==> config.mk <==
export PLATFORM = sky130hd
export DESIGN_NAME = sr_config_loader
export DESIGN_NICKNAME = d
export VERILOG_FILES = /design/src/rtl/sr_config_loader_pkg.sv /design/src/rtl/sync_edge_detect.sv /design/src/rtl/sr_config_loader.sv
export SDC_FILE = /design/constraint.sdc
export NUM_CORES = 1
export LEC_CHECK = 0
export BUFFER_PORTS_ARGS = -buffer_cell sky130_fd_sc_hd__buf_2
export CAP_MARGIN = 40
export CORE_UTILIZATION = 40
export DETAILED_ROUTE_END_ITERATION = 6
export GPL_TIMING_DRIVEN = 0
export SYNTH_ARGS = -nofsm -noshare
export SYNTH_HDL_FRONTEND = slang
export SYNTH_SLANG_ARGS = --single-unit
==> constraint.sdc <==
create_clock -name clk -period 5.2 [get_ports clk]
set_input_delay 0.78 -clock clk [delete_from_list [all_inputs] [get_ports clk]]
set_output_delay 0.78 -clock clk [all_outputs]
set_load 0.02 [all_outputs]
==> src/rtl/sr_config_loader_pkg.sv <==
// rtl/sr_config_loader_pkg.sv - shared state encoding and sizing helper for the SR config loader
package sr_config_loader_pkg;

    typedef enum logic [2:0] {
        IDLE,
        FETCH,
        CAPTURE,
        START,
        WAIT,
        DONE
    } state_t;

    function automatic int calc_nwords(input int width, input int word_width);
        return (width + word_width - 1) / word_width;
    endfunction

endpackage

==> src/rtl/sync_edge_detect.sv <==
// rtl/sync_edge_detect.sv - two-flop synchroniser with a one-cycle rising-edge pulse
module sync_edge_detect (
    input  logic clk,
    input  logic rst,
    input  logic din,
    output logic rise
);

    logic meta;
    logic sync;
    logic sync_d;

    always_ff @(posedge clk or posedge rst) begin
        if (rst) begin
            meta   <= 1'b0;
            sync   <= 1'b0;
            sync_d <= 1'b0;
        end else begin
            meta   <= din;
            sync   <= meta;
            sync_d <= sync;
        end
    end

    assign rise = sync & ~sync_d;

endmodule

==> src/rtl/sr_config_loader.sv <==
// rtl/sr_config_loader.sv - pops config words from the command FIFO, strobes them into the SR block, starts it and waits for readback
module sr_config_loader
    import sr_config_loader_pkg::*;
#(
    parameter int WIDTH         = 170,
    parameter int WORD_WIDTH    = 16,
    parameter int NWORDS        = calc_nwords(WIDTH, WORD_WIDTH),
    parameter int DIV_WIDTH     = 6,
    parameter int HOLD_WIDTH    = 32,
    parameter int TIMEOUT_WIDTH = 24
) (
    input  logic                  clk,
    input  logic                  rst,
    input  logic                  go,
    input  logic                  abort,
    input  logic [DIV_WIDTH-1:0]  div,
    input  logic [WORD_WIDTH-1:0] cmd_fifo_dout,
    input  logic                  cmd_fifo_empty,
    output logic                  cmd_fifo_rd_en,
    output logic                  sr_wr_en,
    output logic [WORD_WIDTH-1:0] sr_din,
    output logic                  sr_start,
    input  logic                  sr_valid,
    output logic                  busy,
    output logic                  done,
    output logic                  timeout
);

    localparam int CNT_W = $clog2(NWORDS + 1);
    localparam logic [CNT_W-1:0] LAST_WORD = CNT_W'(NWORDS - 1);
    // to_cnt is about to become all-ones: exit on this cycle
    localparam logic [TIMEOUT_WIDTH-1:0] TO_LAST = {{(TIMEOUT_WIDTH-1){1'b1}}, 1'b0};

    state_t                   state;
    state_t                   state_n;
    logic [DIV_WIDTH-1:0]     div_q;
    logic [CNT_W-1:0]         word_cnt;
    logic [HOLD_WIDTH-1:0]    hold_cnt;
    logic [HOLD_WIDTH-1:0]    hold_limit;
    logic [TIMEOUT_WIDTH-1:0] to_cnt;
    logic [WORD_WIDTH-1:0]    din_q;
    logic                     valid_rise;

    sync_edge_detect u_valid_sync (
        .clk  (clk),
        .rst  (rst),
        .din  (sr_valid),
        .rise (valid_rise)
    );

    // Start must span a full divided-clock period so the SR block samples it
    always_comb begin
        hold_limit = '1;
        if (int'(div_q) + 1 < HOLD_WIDTH) begin
            hold_limit = (HOLD_WIDTH'(1) << (int'(div_q) + 1)) - 1'b1;
        end
    end

    always_comb begin
        state_n        = state;
        cmd_fifo_rd_en = 1'b0;
        case (state)
            IDLE: begin
                if (go) state_n = FETCH;
            end
            FETCH: begin
                if (!cmd_fifo_empty) begin
                    cmd_fifo_rd_en = 1'b1;
                    state_n        = CAPTURE;
                end
            end
            CAPTURE: begin
                state_n = (word_cnt == LAST_WORD) ? START : FETCH;
            end
            START: begin
                if (hold_cnt == hold_limit) state_n = WAIT;
            end
            WAIT: begin
                if (valid_rise || to_cnt == TO_LAST) state_n = DONE;
            end
            DONE: begin
                state_n = IDLE;
            end
            default: begin
                state_n = IDLE;
            end
        endcase
        if (abort && state != IDLE) begin
            state_n        = IDLE;
            cmd_fifo_rd_en = 1'b0;
        end
    end

    always_ff @(posedge clk or posedge rst) begin
        if (rst) begin
            state    <= IDLE;
            div_q    <= '0;
            word_cnt <= '0;
            hold_cnt <= '0;
            to_cnt   <= '0;
            din_q    <= '0;
            timeout  <= 1'b0;
        end else begin
            state    <= state_n;
            hold_cnt <= (state == START) ? hold_cnt + 1'b1 : '0;
            to_cnt   <= (state == WAIT) ? to_cnt + 1'b1 : '0;
            if (state == IDLE && go) begin
                div_q    <= div;
                word_cnt <= '0;
                timeout  <= 1'b0;
            end
            if (state == CAPTURE) begin
                din_q    <= cmd_fifo_dout;
                word_cnt <= word_cnt + 1'b1;
            end
            if (state == WAIT && !abort && !valid_rise && to_cnt == TO_LAST) begin
                timeout <= 1'b1;
            end
        end
    end

    // The FIFO word is presented combinationally so data and strobe share the CAPTURE cycle
    assign sr_din   = (state == CAPTURE) ? cmd_fifo_dout : din_q;
    assign sr_wr_en = (state == CAPTURE);
    assign sr_start = (state == START);
    assign busy     = (state != IDLE);
    assign done     = (state == DONE);

endmodule

==> metrics.yaml <==
routing:
  drtIter0Drc: 562
  ant_nets: 0
  via_per_inst: 5.74
  num_vias: 6149
  post_drt_wl_per_cell_um: 17.2
  firstDrtPassIters: 5
  drc: 0
  routed_wl_um: 18400
cts:
  cts_buffers: 9
  htree_num_levels: 3
  clock-sinks: 89
  cts_tree: "done"
  clock_latency_ns: 0.35
  clk_path_buf_depth: 2
  clk_pin_slew_worst_paths_ns: 0.07
  cts_root_buffer: "clkbuf_16"
  cts_hold_buf: 0
logic_synthesis:
  postSynthCellCount: 789
  ys_types: 89
  ys.flop_type: "dfrtp_1"
  synth.yosys.seq_area_share_pct: 34.0
  yosysWarnings: 0
  synthArstFlopShare_pct: 100
  synth.top_cells.by_area: "dfrtp_1, nand2_1, xor2_1, nor2_1, xnor2_1"
  syn_area_mm2: 0.00655
  syn_nets: 827
  synth_top_area_cell: "dfrtp_1"
  synth_edf_count: 0
  ys_seq_elements: 89
  synth_top_area_share_pct: 34.0
  avgSynthCellArea_um2: 8.30
worst_setup_path:
  cp.arrival_ns: 5.20
  end_kind: "register"
  r2r_start: "div_q[1]$_DFFE_PP0P_"
  startpoint_type: "register"
  worst-setup-path-type: "reg -> reg"
  cp_max_fo: 10
  crit_required_ns: 5.47
  cp-startpoint: "div_q[1]$_DFFE_PP0P_"
global_routing:
  grt_pass1_vias: 5684
  grt_pass1_wl_um: 29900
  grt_overflow_total: 0
  grt_use_total_pct: 22.8
  grt_max_degree: 58
  antenna_found_initial: 0
power:
  p_leak_nw: 3.06
  pwr_density_cell_mw_per_mm2: 484
  total_power_mw: 3.57
  vdd_drop_max_mv: 0.257
timing:
  fin_ws_ns: 0.272
  fin_crit_ns: 4.93
  rsz0062_at_grt: "false"
  hold_viol: 0
  fin_worst_skew_ns: 0.00871
  slew_headroom_pct: 46.1
  worst_pin_slew_ns: 0.804
  min_period_over_period_pct: 94.8
  setup_viol: 0
  tns_ns: 0
  fmax_mhz: 203
  drv_slew: 0
run_status:
  status: "finished, final reports clean"
die:
  core_area_mm2: 0.0159
  die-height_um: 130
  ios: 50
  std_cell_rows: 46
  die_area_mm2: 0.0169
  start_util_pct: 41.1
  die_w_um: 130
placement:
  io_buffers: 49
  pre_cts_ws_ns: 0.255
  place_congestion: 0.940
  hpwl_um: 13500
min_path:
  worstHoldPathType: "reg -> reg"
  hold_path.startpoint: "u_valid_sync.meta$_DFF_PP0_"
cells_and_area:
  antennaDiodeCount: 0
  drive_gt1_share_pct: 14.0
  n_fill_cell: 1598
  nNetsFinal: 888
  area_growth_pct: 12.8
run:
  maxCapViolations: 0
-- worst paths after layout --
path | end | slack, ns | cells after the start
worst max-delay path | state[2]$_DFFE_PP0P_ | 0.27 | 17
worst min-delay path | u_valid_sync.sync$_DFF_PP0_ | 0.35 | 0
worst max register to register | state[2]$_DFFE_PP0P_ | 0.27 | 17
worst min register to register | u_valid_sync.sync$_DFF_PP0_ | 0.35 | 0
max in group asynchronous | hold_cnt[24]$_DFF_PP0_ | 4.13 | 3
min in group asynchronous | word_cnt[1]$_DFFE_PP0P_ | 0.45 | 2
-- worst max-delay path, stage by stage (launching register included) --
cell,delay [ns]
dfrtp_1,0.52
buf_4,0.26
inv_1,0.09
ha_1,0.28
or2b_1,0.33
a21oi_4,0.35
clkbuf_1,0.42
nand2_1,0.17
ha_1,0.30
nand3_1,0.20
buf_2,0.29
nor4_1,0.15
or4_1,0.49
a211o_1,0.30
nand3_1,0.10
nand4_1,0.28
nor3_2,0.21
o2bb2ai_2,0.11
-- cells in the final DEF (no fill, tap or decap), types with 6 or more instances in the layout --
| cell | instances |
|---|---|
| nand2_1 | 106 |
| dfrtp_1 | 89 |
| nor2_1 | 79 |
| buf_2 | 60 |
| nand3_1 | 49 |
| xor2_1 | 38 |
| o21ai_0 | 36 |
| clkbuf_1 | 33 |
| a21oi_1 | 29 |
| xnor2_1 | 29 |
| nor3_1 | 20 |
| or3_1 | 19 |
| and3_1 | 16 |
| inv_1 | 15 |
| nor4_1 | 10 |
| and2_1 | 10 |
| nand4_1 | 10 |
| ha_1 | 10 |
| clkbuf_16 | 9 |
| o211ai_1 | 8 |
| nor2b_1 | 7 |
| and4_1 | 7 |
| mux2i_1 | 7 |
| nand2b_1 | 6 |
| mux2_2 | 6 |
| or4_1 | 6 |
| o31ai_1 | 6 |
-- kinds of logic (layout without fill, tap and decap cells) --
| kind of cell | Yosys count | count (layout) | synth area share [%] |
|---|---|---|---|
| compound gates | 162 | 162 | 18.0 |
| xor+xnor | 68 | 68 | 9.33 |
| fa+ha+maj | 10 | 10 | 1.91 |
| buf+inv | 67 | 133 | 4.68 |
| flops | 89 | 89 | 34.0 |
| mux | 13 | 13 | 2.10 |
| simple gates | 380 | 380 | 29.9 |
-- cells in the mapped netlist (6+ instances only) --
cell type	count
nor2b_1	7
o21ai_0	36
clkbuf_1	33
o211ai_1	8
nor4_1	10
o31ai_1	6
nand2b_1	6
nand2_1	106
and4_1	7
and3_1	16
or3_1	19
xnor2_1	29
or4_1	6
mux2i_1	7
and2_1	10
nand4_1	10
ha_1	10
dfrtp_1	89
xor2_1	38
buf_2	11
nor3_1	20
a21oi_1	29
mux2_2	6
inv_1	16
nand3_1	49
nor2_1	79
-- cell type report --
cell class              count  area, um^2  area share [%]
multi-input cells         633        4020            54.4
flip-flops and latches     89        2230            30.2
repair buffers             50         273            3.69
well taps                 216         270            3.66
plain buffers              50         243            3.29
clock buffers              10         239            3.24
inverters                  17        66.3           0.898
clock inverters             6        47.5           0.644
-- routing by layer --
layer | share of wire [%] | wire (um) | vias to the layer above | GRT usage, %
li1 | - | - | 2962 | -
met1 | 49 | 9070 | 2937 | 33.3
met2 | 43 | 7900 | 213 | 34.1
met3 | 5.5 | 1010 | 37 | 3.12
met4 | 2.5 | 452 | 0 | 8.96
met5 | 0 | 0 | - | 0
-- stage by stage --
step / hold slack (ns) / utilization, % / area [um^2] / instances
after CTS: 0.356 / 46.3 / 7380 / 1071
after global routing: 0.359 / 46.3 / 7380 / 1071
after detailed placement: 0.340 / 44.5 / 7090 / 1055
after global placement: 0.337 / 44.3 / 7060 / 1054
final: 0.351 / 46.3 / 7380 / 1071
after floorplan: 0.331 / - / 6550 / 789
-- power breakdown --
part | internal (mW) | leakage, nW | switching [mW] | total, mW
clock | 0.343 | 0.145 | 0.292 | 0.636
sequential | 0.779 | 1.19 | 0.0569 | 0.836
combinational | 0.722 | 1.72 | 1.38 | 2.10
-- repair_timing --
action                     CTS  global route
gates resized for setup      0             1
buffers inserted             0             0
setup endpoints to repair    0             3
-- flip-flops by register name (all words and copies together) (netlist names), 3 cells and up --
name	flops
hold_cnt	32
to_cnt	24
din_q	16
div_q	6
word_cnt	4
state	3
No activity file was read; power rests on OpenSTA's default activity.
